===== src/rtl/fetch_ctrl_pkg.sv =====
// ============================================================================
// Module  : fetch_ctrl_pkg
// Brief   : Shared state encoding and address constants for the fetch controller.
// Revision: 1.0  initial release
// ============================================================================
`default_nettype none

package fetch_ctrl_pkg;

    typedef enum logic [1:0] {
        ST_RUN   = 2'd0,
        ST_HOLD  = 2'd1,
        ST_REDIR = 2'd2
    } fetch_state_e;

    localparam logic [31:0] DEF_RESET_PC = 32'h0000_3000;
    localparam logic [31:0] DEF_EXC_PC   = 32'h0000_4180;
    localparam logic [31:0] DEF_IM_LO    = 32'h0000_3000;
    localparam logic [31:0] DEF_IM_HI    = 32'h0000_6FFC;
    localparam logic [31:0] PC_STEP      = 32'd4;

endpackage

`default_nettype wire


===== src/rtl/fetch_addr_chk.sv =====
// ============================================================================
// Module  : fetch_addr_chk
// Brief   : Combinational fetch address check (alignment and IM window).
// Revision: 1.0  initial release
// ============================================================================
`default_nettype none

module fetch_addr_chk
    import fetch_ctrl_pkg::*;
#(
    parameter logic [31:0] IM_LO = DEF_IM_LO,
    parameter logic [31:0] IM_HI = DEF_IM_HI
) (
    input  logic [31:0] pc_i,
    output logic        fetch_adel_o
);

    logic w_misaligned;
    logic w_out_of_range;

    assign w_misaligned   = |pc_i[1:0];
    assign w_out_of_range = (pc_i < IM_LO) || (pc_i > IM_HI);
    assign fetch_adel_o   = w_misaligned || w_out_of_range;

endmodule

`default_nettype wire


===== src/rtl/fetch_ctrl.sv =====
// ============================================================================
// Module  : fetch_ctrl
// Brief   : Next-PC sequencing: exception/ERET entry, branch redirects held
//           across stalls, and sequential fetch.
// Revision: 1.0  initial release
// ============================================================================
`default_nettype none

module fetch_ctrl
    import fetch_ctrl_pkg::*;
#(
    parameter logic [31:0] RESET_PC = DEF_RESET_PC,
    parameter logic [31:0] EXC_PC   = DEF_EXC_PC,
    parameter logic [31:0] IM_LO    = DEF_IM_LO,
    parameter logic [31:0] IM_HI    = DEF_IM_HI
) (
    input  logic        clk,
    input  logic        reset,
    input  logic [31:0] pc_i,
    input  logic        stall_i,
    input  logic        br_valid,
    input  logic [31:0] br_target,
    input  logic        exc_req,
    input  logic        eret_req,
    input  logic [31:0] epc_i,
    output logic [31:0] npc_o,
    output logic        pc_we,
    output logic        flush_o,
    output logic        fetch_adel,
    output logic        pend_o
);

    fetch_state_e state_q, state_d;
    logic [31:0]  pend_tgt_q, pend_tgt_d;
    logic         flush_q, flush_d;

    logic [31:0]  w_npc;
    logic         w_pc_we;

    always_ff @(posedge clk or negedge reset) begin
        if (!reset) begin
            state_q    <= ST_RUN;
            pend_tgt_q <= '0;
            flush_q    <= 1'b0;
        end else begin
            state_q    <= state_d;
            pend_tgt_q <= pend_tgt_d;
            flush_q    <= flush_d;
        end
    end

    // Priority: exception > ERET > branch > held redirect > sequential.
    always_comb begin
        state_d    = ST_RUN;
        pend_tgt_d = pend_tgt_q;
        flush_d    = 1'b0;
        w_npc      = pc_i + PC_STEP;
        w_pc_we    = ~stall_i;

        if (exc_req) begin
            w_npc      = EXC_PC;
            w_pc_we    = 1'b1;
            pend_tgt_d = '0;
            flush_d    = 1'b1;
            state_d    = ST_REDIR;
        end else if (eret_req) begin
            w_npc      = epc_i;
            w_pc_we    = 1'b1;
            pend_tgt_d = '0;
            flush_d    = 1'b1;
            state_d    = ST_REDIR;
        end else if (br_valid && stall_i) begin
            w_npc      = br_target;
            w_pc_we    = 1'b0;
            pend_tgt_d = br_target;
            state_d    = ST_HOLD;
        end else if (br_valid) begin
            w_npc      = br_target;
            w_pc_we    = 1'b1;
            pend_tgt_d = '0;
            state_d    = ST_RUN;
        end else if (state_q == ST_HOLD) begin
            w_npc      = pend_tgt_q;
            w_pc_we    = ~stall_i;
            state_d    = stall_i ? ST_HOLD : ST_RUN;
        end
    end

    // Reset must hold the IFU at RESET_PC even between clock edges.
    assign npc_o   = reset ? w_npc : RESET_PC;
    assign pc_we   = reset & w_pc_we;
    assign flush_o = flush_q;
    assign pend_o  = (state_q == ST_HOLD);

    fetch_addr_chk #(
        .IM_LO (IM_LO),
        .IM_HI (IM_HI)
    ) u_addr_chk (
        .pc_i         (pc_i),
        .fetch_adel_o (fetch_adel)
    );

endmodule

`default_nettype wire


===== config.mk =====
export PLATFORM = sky130hd
export DESIGN_NAME = fetch_ctrl
export DESIGN_NICKNAME = d
export VERILOG_FILES = /design/src/rtl/fetch_ctrl_pkg.sv /design/src/rtl/fetch_addr_chk.sv /design/src/rtl/fetch_ctrl.sv
export SDC_FILE = /design/constraint.sdc
export NUM_CORES = 1
export LEC_CHECK = 0
export CAP_MARGIN = 20
export CORE_MARGIN = 4
export CORE_UTILIZATION = 43
export CTS_CLUSTER_DIAMETER = 150
export DETAILED_ROUTE_END_ITERATION = 16
export GPL_TIMING_DRIVEN = 0
export PLACE_DENSITY = 0.84
export SYNTH_ARGS = -nofsm -noshare
export SYNTH_HDL_FRONTEND = slang
export SYNTH_HIERARCHICAL = 1
export SYNTH_SLANG_ARGS = --single-unit

===== constraint.sdc =====
create_clock -name clk -period 2.85 [get_ports clk]
set_input_delay 0.57 -clock clk [delete_from_list [all_inputs] [get_ports clk]]
set_output_delay 0.57 -clock clk [all_outputs]
set_load 0.02 [all_outputs]

==> results.sh, run 1 <==
export IMPL_peakVddDrop_uv=245
export IMPL_grt_util_all_layers_pct=30.6
export IMPL_cp_cell_sequence="clkdlybuf4s15_1 > nand4_1 > or3_4 > or4_4 > a31oi_1 > buf_4"
export IMPL_min_path_type="in2async"
export IMPL_insertion_delay_ns=0.29
export IMPL_fill_cells=561
export IMPL_synth_fa_ha_area_share_pct=0.400
export IMPL_place_gp_congestion=0.944
export IMPL_rsz0062_at_grt="yes"
export IMPL_max_slew_margin_pct=55.5
export IMPL_grt_pass1_wl_mm=20.9
export IMPL_final_setup_tns_ns=0
export IMPL_net_switching_power_mw=0.481
export IMPL_ys_flop_type="dfrtp_1"
export IMPL_numCtsBuffers=5
export IMPL_synthMuxAreaShare_pct=1.92
export IMPL_clk_pin_slew_ns=0.06
export IMPL_hold_worst_slack_ns=0.140
export IMPL_cp_num_buf_inv=2
export IMPL_root_buffer="clkbuf_8"
export IMPL_synthCells=415
export IMPL_hold_viol_final=0
export IMPL_slew_violations=0
export IMPL_ff_latch_area_um2=851
export IMPL_switching_share_pct=34.9
export IMPL_synth_top_area_share_pct=27.2
export IMPL_synth_compound_area_share_pct=34.2
export IMPL_min_period_ns=2.84
export IMPL_min_period_over_period_pct=99.8
export IMPL_synthTopCellsByCount="nor2_1 (59), a21oi_1 (43), dfrtp_1 (34)"
export IMPL_drv_cap=0
export IMPL_drt_initial_drc_count=583
export IMPL_p_seq_share_pct=36.0
export IMPL_ys_ff_latch=34
export IMPL_run_status="finished, final reports clean"
export IMPL_ys_warn_count=6
export IMPL_criticalPathCategory="in2out"
export IMPL_totalWireLength_mm=14.0
export IMPL_fp_dieH_um=93.3
export IMPL_die_w_um=93.3
export IMPL_initial_core_util_pct=45.0
export IMPL_core_um2=6940
export IMPL_routed_via_density=6.25
export IMPL_io_buffers=136
export IMPL_ys_seq_area_share_pct=27.2
export IMPL_antenna_left=0
export IMPL_tightestPinTransition_ns=0.668
export IMPL_power_frac_clock_pct=24.7
export IMPL_htree_levels=2
export IMPL_io_pins=138
export IMPL_grt_pass1_vias=4029
export IMPL_grt_max_degree=36
export IMPL_async_flop_share_pct=100
export IMPL_n_antenna_cell=0
export IMPL_setup_viol=0
export IMPL_synth_area_leader_cell="dfrtp_1"
export IMPL_multi_input_area_um2=2310
export IMPL_r2r_end="state_q[0]$_DFF_PN0_"
export IMPL_remaining_drc_errors=0
export IMPL_combPwrFrac_pct=39.3
export IMPL_drtPass1Iterations=8
export IMPL_skew_ns=0.0000499
export IMPL_synth_cell_types=60
export IMPL_slowest_delay_ns=0.54
export IMPL_row_count=30
export IMPL_power_density_nw_per_um2=282
export IMPL_synth_simple_area_share_pct=25.8
export IMPL_postSynthNetCount=518
export IMPL_dp_hpwl_mm=10.3
export IMPL_cp_slowest_cell="or4_4"
export IMPL_fin_nets=674
export IMPL_synthXorXnorAreaFrac_pct=4.20
export IMPL_max_freq_ghz=0.352
export IMPL_syn_avg_cell_area_um2=7.54
export IMPL_netlist_area_um2=3130
export IMPL_synth_top_family_by_area="compound AO/OA/AOI/OAI gates"
export IMPL_intPower_mw=0.898
export IMPL_clockBufferDepth=2
export IMPL_arrival_ns=2.27
export IMPL_wl_per_cell_um=21.0
export IMPL_cts_sinks=34
export IMPL_drive_gt1_share_pct=24.2
export IMPL_post_synth_top_count_cell="nor2_1"
export IMPL_r2r_slack_ns=1.36
export IMPL_gr_total_overflow=0
export IMPL_r2r_cells=5
export IMPL_start_kind="primary input"
export IMPL_leakage_nw=2.05
export IMPL_dr_total_vias=4166
export IMPL_cp_max_fo=4
export IMPL_antenna_found_initial=0
export IMPL_worst_path_dominant_cell_family="simple AND/OR/NAND/NOR gates"
export IMPL_end_kind="output port"
export IMPL_syn_to_final_growth_pct=56.5
export IMPL_cts_tree="built"
export IMPL_required_ns=2.28
export IMPL_synth_area_top_cells="dfrtp_1 (27%), nor2_1 (7.1%), a21oi_1 (6.9%)"
export IMPL_synth_edff_count=0
export IMPL_die_area_um2=8700
export IMPL_postCtsHoldBufs=0
export IMPL_reg2reg_from="flush_o$_DFF_PN0_"
## cell usage in the layout (no fill, tap or decap), drive strengths merged, types with 4 or more instances in the layout
cell type,count
o21ai,37
mux2i,6
a21boi,6
a31oi,11
a21oi,43
nand3,11
clkdlybuf4s50,73
dfrtp,34
nor3,9
nor2b,10
clkdlybuf4s15,5
inv,16
dlygate4sd2,9
nor2,59
or3,4
a22oi,27
nand2b,4
xor2,10
nor4,9
xnor2,5
a221oi,10
nand2,19
nand4,10
clkbuf,43
buf,54
a211oi,8
## power groups by stage
stage / Clock (mW) / Combinational (mW) / Sequential [mW]
3_3_place_gp: 0 / 0.509 / 0.505
4_1_cts: 0.339 / 0.525 / 0.496
2_1_floorplan: 0 / 0.215 / 0.505
6_report: 0.341 / 0.542 / 0.497
3_5_place_dp: 0 / 0.515 / 0.505
5_1_grt: 0.360 / 0.571 / 0.497
## worst register-to-register path: stages, from the launching register on
cell	delay, ns
dfrtp_1	0.36
nand2b_4	0.22
inv_2	0.09
nor2_1	0.26
buf_2	0.33
nor2_1	0.10
## repair_timing
action / CTS / global route
gates cloned: 0 / 0
endpoints found under the setup margin: 34 / 29
resized for setup: 235 / 73
pin swaps: 11 / 15
buffers inserted: 6 / 8
## layout make-up
class                      instances  area share [%]
multi-input combinational        331            47.1
timing repair buffer             150            25.9
sequential                        34            17.4
buffer                            31            4.09
tap                               96            2.45
clock buffer                       6            1.48
inverter                          18            1.41
clock inverter                     1           0.153
## per-layer routing
metal	wire length (um)	GRT usage, %	vias to the layer above	part of all wire, %
met5	0	0	-	0
met4	531	10.7	0	3.8
met3	1730	5.87	53	12
met2	6550	50.2	325	47
met1	5170	40.2	1926	37
li1	-	-	1862	-
## stage by stage
stage               setup WS, ns  cells  utilization (%)  instance area (um^2)  power (mW)
floorplan                 0.0439    415                -                  3130       0.721
global placement           -2.23    647             66.4                  4610        1.01
detailed placement         -1.30    647             66.3                  4600        1.02
CTS                      0.00128    659             70.7                  4910        1.36
global route             -0.0505    667             70.5                  4890        1.43
finish                   0.00543    667             70.5                  4890        1.38
## flip-flops by register name (all words and copies together) (netlist names)
| name | cells |
|---|---|
| pend_tgt_q | 32 |
| flush_o | 1 |
| state_q | 1 |
## cells by family after synthesis
| logic type | count (synthesis) |
|---|---|
| AND/OR/NAND/NOR | 146 |
| AO/OA/AOI/OAI | 163 |
| adder cells (fa/ha/maj) | 1 |
| buffers and inverters | 50 |
| flip-flops | 34 |
| XOR/XNOR | 15 |
| multiplexers | 6 |
## worst max path at each step
stage / from / endpoint / slack [ns] / depth (start not counted)
after global placement: reset / npc_o[26] / -2.23 / 7
final: pc_i[20] / npc_o[31] / 0.005 / 6
after detailed placement: reset / npc_o[26] / -1.30 / 7
after floorplan: pc_i[2] / npc_o[28] / 0.04 / 6
after global routing: pc_i[20] / npc_o[31] / -0.05 / 6
after CTS: pc_i[17] / npc_o[31] / 0.001 / 6
Note: power is estimated with default switching activity, not from simulation.
==> run 2, diff against run 1 <==
CELL_PAD_IN_SITES_DETAIL_PLACEMENT = 0   (was not set)
CELL_PAD_IN_SITES_GLOBAL_PLACEMENT = 2   (was not set)
CORE_UTILIZATION = 23   (was 43)
==> run 2 against run 1 <==
Compared with the run above: combinational power about the same; clock-buffer cell count unchanged; sequential share of layout area down 0.74 points; clock skew about the same; non-clock buffer count down 7; clock power up 79%; critical path type unchanged.
==> results.sh, run 2 (synthesis results as in run 1) <==
export IMPL_htree_levels=2
export IMPL_die_area_um2=15500
export IMPL_max_freq_ghz=0.352
export IMPL_run_status="finished, final reports clean"
export IMPL_regMostFlops="pend_tgt_q"
export IMPL_ff_latch_area_um2=851
export IMPL_arrival_ns=2.27
export IMPL_initial_core_util_pct=23.5
export IMPL_multi_input_area_um2=2280
export IMPL_postCtsHoldBufs=0
export IMPL_r2r_cells=5
export IMPL_grt_util_all_layers_pct=18.5
export IMPL_wl_per_cell_um=20.2
export IMPL_min_path_type="in2async"
export IMPL_antenna_found_initial=1
export IMPL_io_buffers=136
export IMPL_syn_to_final_growth_pct=63.5
export IMPL_peakVddDrop_uv=269
export IMPL_cp_cell_sequence="clkdlybuf4s15_2 > buf_4 > buf_4 > a221oi_1 > a21oi_1 > a211oi_1 > dlygate4sd1_1"
export IMPL_clockBufferDepth=2
export IMPL_setup_viol=0
export IMPL_numCtsBuffers=5
export IMPL_io_pins=138
export IMPL_drv_cap=0
export IMPL_layout_common_cells="clkdlybuf4s50_1 (73), nor2_1 (55), a21oi_1 (41), dfrtp_1 (34), o21ai_0 (29)"
export IMPL_clk_pin_slew_ns=0.05
export IMPL_cts_sinks=34
export IMPL_power_mw=1.65
export IMPL_totalWireLength_mm=15.0
export IMPL_insertion_delay_ns=0.27
export IMPL_start_kind="primary input"
export IMPL_intPower_mw=1.15
export IMPL_switching_share_pct=30.4
export IMPL_required_ns=2.28
export IMPL_die_w_um=125
export IMPL_slowest_delay_ns=0.39
export IMPL_power_frac_clock_pct=36.9
export IMPL_antenna_left=0
export IMPL_row_count=42
export IMPL_core_um2=13300
export IMPL_final_common_cell="clkdlybuf4s50_1"
export IMPL_combPwrFrac_pct=33.0
export IMPL_gr_total_overflow=0
export IMPL_grt_pass1_vias=4104
export IMPL_hold_worst_slack_ns=0.124
export IMPL_cts_tree="built"
export IMPL_dp_hpwl_mm=11.8
export IMPL_min_period_over_period_pct=99.8
export IMPL_cp_max_fo=10
export IMPL_hold_viol_final=0
export IMPL_skew_ns=0.0000335
export IMPL_rsz0062_at_grt="yes"
export IMPL_remaining_drc_errors=0
export IMPL_fill_cells=1435
export IMPL_leakage_nw=2.07
export IMPL_r2r_slack_ns=1.48
export IMPL_net_switching_power_mw=0.501
export IMPL_criticalPathCategory="in2out"
export IMPL_power_density_nw_per_um2=323
export IMPL_p_seq_share_pct=30.1
export IMPL_dp_cells=727
export IMPL_r2r_end="state_q[0]$_DFF_PN0_"
export IMPL_drive_gt1_share_pct=23.5
export IMPL_tightestPinTransition_ns=0.611
export IMPL_crit_top_cell="buf_4"
export IMPL_reg2reg_from="flush_o$_DFF_PN0_"
export IMPL_drtPass1Iterations=5
export IMPL_min_period_ns=2.84
export IMPL_cp_slowest_cell="a221oi_1"
export IMPL_grt_pass1_wl_mm=22.9
export IMPL_routed_via_density=5.22
export IMPL_end_kind="output port"
export IMPL_largest_reg_flops=32
export IMPL_slew_violations=0
export IMPL_place_gp_congestion=0.878
export IMPL_root_buffer="clkbuf_16"
export IMPL_max_slew_margin_pct=59.3
export IMPL_stdcell_count=741
export IMPL_n_antenna_cell=0
export IMPL_fp_dieH_um=125
export IMPL_dr_total_vias=3866
export IMPL_drt_initial_drc_count=180
export IMPL_grt_max_degree=36
export IMPL_fin_nets=667
-- run 2: cell types whose count changed in the layout (fill, tap and decap cells not counted), sizes merged --
cell	change
buf	-5
dlygate4sd2	+2
clkdlybuf4s15	+5
dlygate4sd1	+1
bufinv	+1
clkbuf	-10
-- run 2: worst max path at each step --
stage / from / end / slack, ns
6_report: br_valid / npc_o[27] / 0.005
5_1_grt: pc_i[9] / npc_o[17] / -0.04
4_1_cts: eret_req / npc_o[16] / -0.04
3_5_place_dp: reset / npc_o[26] / -1.49
3_3_place_gp: reset / npc_o[26] / -2.49
2_1_floorplan: pc_i[2] / npc_o[28] / 0.04
-- run 2: cell type report --
class,count,share of cell area [%]
clock buffer,6,2.52
timing repair buffer,143,26.1
tap,176,4.31
inverter,18,1.39
clock inverter,2,0.734
buffer,31,3.72
sequential,34,16.6
multi-input combinational,331,44.6
-- run 2: timing repair --
| item | CTS | global route |
|---|---|---|
| setup endpoints to repair | 34 | 29 |
| hold endpoints to repair | 0 | 0 |
| pin swaps | 22 | 18 |
| cloned | 0 | 0 |
| resized for setup | 234 | 86 |
| setup buffers | 4 | 3 |
-- run 2: metrics by stage --
stage,setup TNS [ns],worst slack [ns],instance area [um^2],util (%)
after floorplan,0,0.0439,3130,-
after global placement,-64.03,-2.49,4710,35.4
after detailed placement,-38.48,-1.49,4700,35.4
after CTS,-0.0814,-0.0419,5050,38.0
after global routing,-0.118,-0.0400,5110,38.5
final,0,0.00523,5110,38.5
-- run 2: power groups by stage --
stage	Sequential [mW]	Combinational, mW	Clock (mW)
after detailed placement	0.505	0.533	0
after CTS	0.497	0.536	0.621
after global placement	0.505	0.532	0
final	0.497	0.545	0.609
after global routing	0.498	0.589	0.644
after floorplan	0.505	0.215	0
-- run 2: worst max-delay path: cells and delay by family --
family	cells	cell delay, ns
compound gates	3	0.72
buf+inv	4	0.99
-- run 2: routing by layer --
metal / track usage [%] / wire [um] / vias up
met2: 30.7 / 7020 / 182
met3: 4.97 / 1080 / 25
met1: 24.0 / 6480 / 1802
met5: 0 / 12 / -
met4: 4.51 / 351 / 2
li1: - / - / 1855
==> run 3, diff against run 2 <==
SLEW_MARGIN = 40   (was not set)
==> run 3 against run 2 <==
Compared with the run above: first-iteration DRC count rose by 24%; maximum frequency rose by 1.5%; clock power fell by 9.2%; clock-buffer cell count did not move; sequential share of layout area barely moved; largest power group unchanged; clock skew barely moved; critical path depth rose by 1; critical path type unchanged.
==> results.sh, run 3 (synthesis results as in run 1) <==
export IMPL_die_area_um2=15500
export IMPL_min_path_type="in2async"
export IMPL_drtPass1Iterations=5
export IMPL_grt_util_all_layers_pct=18.8
export IMPL_r2r_slack_ns=1.52
export IMPL_drt_initial_drc_count=224
export IMPL_clk_pin_slew_ns=0.06
export IMPL_r2r_cells=5
export IMPL_grt_max_degree=25
export IMPL_start_kind="primary input"
export IMPL_rsz0062_at_grt="yes"
export IMPL_required_ns=2.28
export IMPL_clockBufferDepth=2
export IMPL_tightestPinTransition_ns=0.607
export IMPL_hold_viol_final=0
export IMPL_cts_sinks=34
export IMPL_remaining_drc_errors=0
export IMPL_regMostFlops="pend_tgt_q"
export IMPL_initial_core_util_pct=23.5
export IMPL_run_status="finished, final reports clean"
export IMPL_fin_nets=676
export IMPL_root_buffer="clkbuf_16"
export IMPL_wl_per_cell_um=20.3
export IMPL_layout_common_cells="clkdlybuf4s50_1 (73), nor2_1 (56), a21oi_1 (41), dfrtp_1 (34), o21ai_0 (29)"
export IMPL_startpoint="pc_i[7]"
export IMPL_setup_viol=0
export IMPL_row_count=42
export IMPL_end_kind="output port"
export IMPL_final_setup_tns_ns=0
export IMPL_io_buffers=136
export IMPL_min_period_over_period_pct=98.4
export IMPL_leakage_nw=2.11
export IMPL_max_slew_margin_pct=59.6
export IMPL_largest_reg_flops=32
export IMPL_reg2reg_from="flush_o$_DFF_PN0_"
export IMPL_max_freq_ghz=0.357
export IMPL_n_antenna_cell=0
export IMPL_totalWireLength_mm=15.2
export IMPL_cts_tree="built"
export IMPL_setup_ws_ns=0.0470
export IMPL_grt_pass1_vias=4147
export IMPL_dr_total_vias=3952
export IMPL_place_gp_congestion=0.878
export IMPL_final_common_cell="clkdlybuf4s50_1"
export IMPL_stdcell_area_um2=5120
export IMPL_grt_pass1_wl_mm=23.2
export IMPL_drv_cap=0
export IMPL_postCtsHoldBufs=0
export IMPL_criticalPathCategory="in2out"
export IMPL_insertion_delay_ns=0.28
export IMPL_min_period_ns=2.80
export IMPL_dp_hpwl_mm=11.9
export IMPL_power_density_nw_per_um2=313
export IMPL_core_um2=13300
export IMPL_slew_violations=0
export IMPL_r2r_end="state_q[0]$_DFF_PN0_"
export IMPL_skew_ns=0.0000619
export IMPL_fp_dieH_um=125
export IMPL_antenna_found_initial=0
export IMPL_routed_via_density=5.27
export IMPL_cp_max_fo=7
export IMPL_io_pins=138
export IMPL_numCtsBuffers=5
export IMPL_antenna_left=0
export IMPL_syn_to_final_growth_pct=63.8
export IMPL_drive_gt1_share_pct=24.4
export IMPL_peakVddDrop_uv=239
export IMPL_gr_total_overflow=0
export IMPL_htree_levels=2
export IMPL_die_w_um=125
export IMPL_arrival_ns=2.23
export IMPL_placed_area_um2=4730
export IMPL_dp_slack_ns=-1.45
## run 3: cell count changes in the layout (fill, tap and decap cells not counted), moves of 3 or more
cell             change
buf_4                +3
clkbuf_2             +8
clkdlybuf4s15_2      -5
clkdlybuf4s15_1      +3
## run 3: area by class of cell
cell class,instances,area (um^2)
fillers,1439,8170
clock buffers,6,139
plain buffers,30,186
well taps,176,220
inverters,18,70.1
multi-input cells,331,2270
flip-flops and latches,34,851
repair buffers,153,1370
clock inverters,2,12.5
## run 3: report_power, final
| part | total, mW | internal [mW] | switching (mW) | leakage [nW] |
|---|---|---|---|---|
| clock network | 0.553 | 0.346 | 0.207 | 0.0729 |
| registers | 0.497 | 0.493 | 0.00449 | 0.467 |
| logic | 0.552 | 0.246 | 0.305 | 1.57 |
## run 3: layer usage
| metal | track usage, % | vias to the layer above | wire [um] | share of wire, % |
|---|---|---|---|---|
| met5 | 0 | - | 0 | 0 |
| met4 | 5.80 | 0 | 429 | 2.8 |
| met3 | 4.29 | 22 | 1020 | 6.7 |
| met2 | 30.0 | 180 | 6880 | 45 |
| met1 | 25.3 | 1880 | 6870 | 45 |
| li1 | - | 1870 | - | - |
## run 3: what timing repair did
item | CTS | global route
resized for setup | 240 | 54
pin swaps | 21 | 15
endpoints found under the setup margin | 34 | 29
buffers inserted | 9 | 7
## run 3: stage by stage
| stage | hold WS, ns | total power, mW | util [%] | cells |
|---|---|---|---|---|
| after floorplan | 0.274 | 0.721 | - | 415 |
| after global placement | 0.516 | 1.04 | 35.4 | 727 |
| after detailed placement | 0.522 | 1.04 | 35.6 | 728 |
| after CTS | 0.290 | 1.60 | 38.3 | 743 |
| after global routing | 0.239 | 1.68 | 38.5 | 750 |
| final | 0.226 | 1.60 | 38.5 | 750 |
## run 3: critical path, stage by stage
cell and delay, ns:
buf_2 0.15, nand3_4 0.14, or3_1 0.41, buf_6 0.16, o21ai_0 0.16, a21boi_0 0.11
o221a_2 0.25, clkdlybuf4s15_1 0.29
## run 3: worst max-delay path by stage
stage	end	slack (ns)	depth (start not counted)
after global routing	npc_o[24]	-0.03	9
after detailed placement	npc_o[19]	-1.45	7
after CTS	npc_o[27]	-0.02	7
after floorplan	npc_o[28]	0.04	6
after global placement	npc_o[26]	-2.49	7
final	npc_o[17]	0.05	8
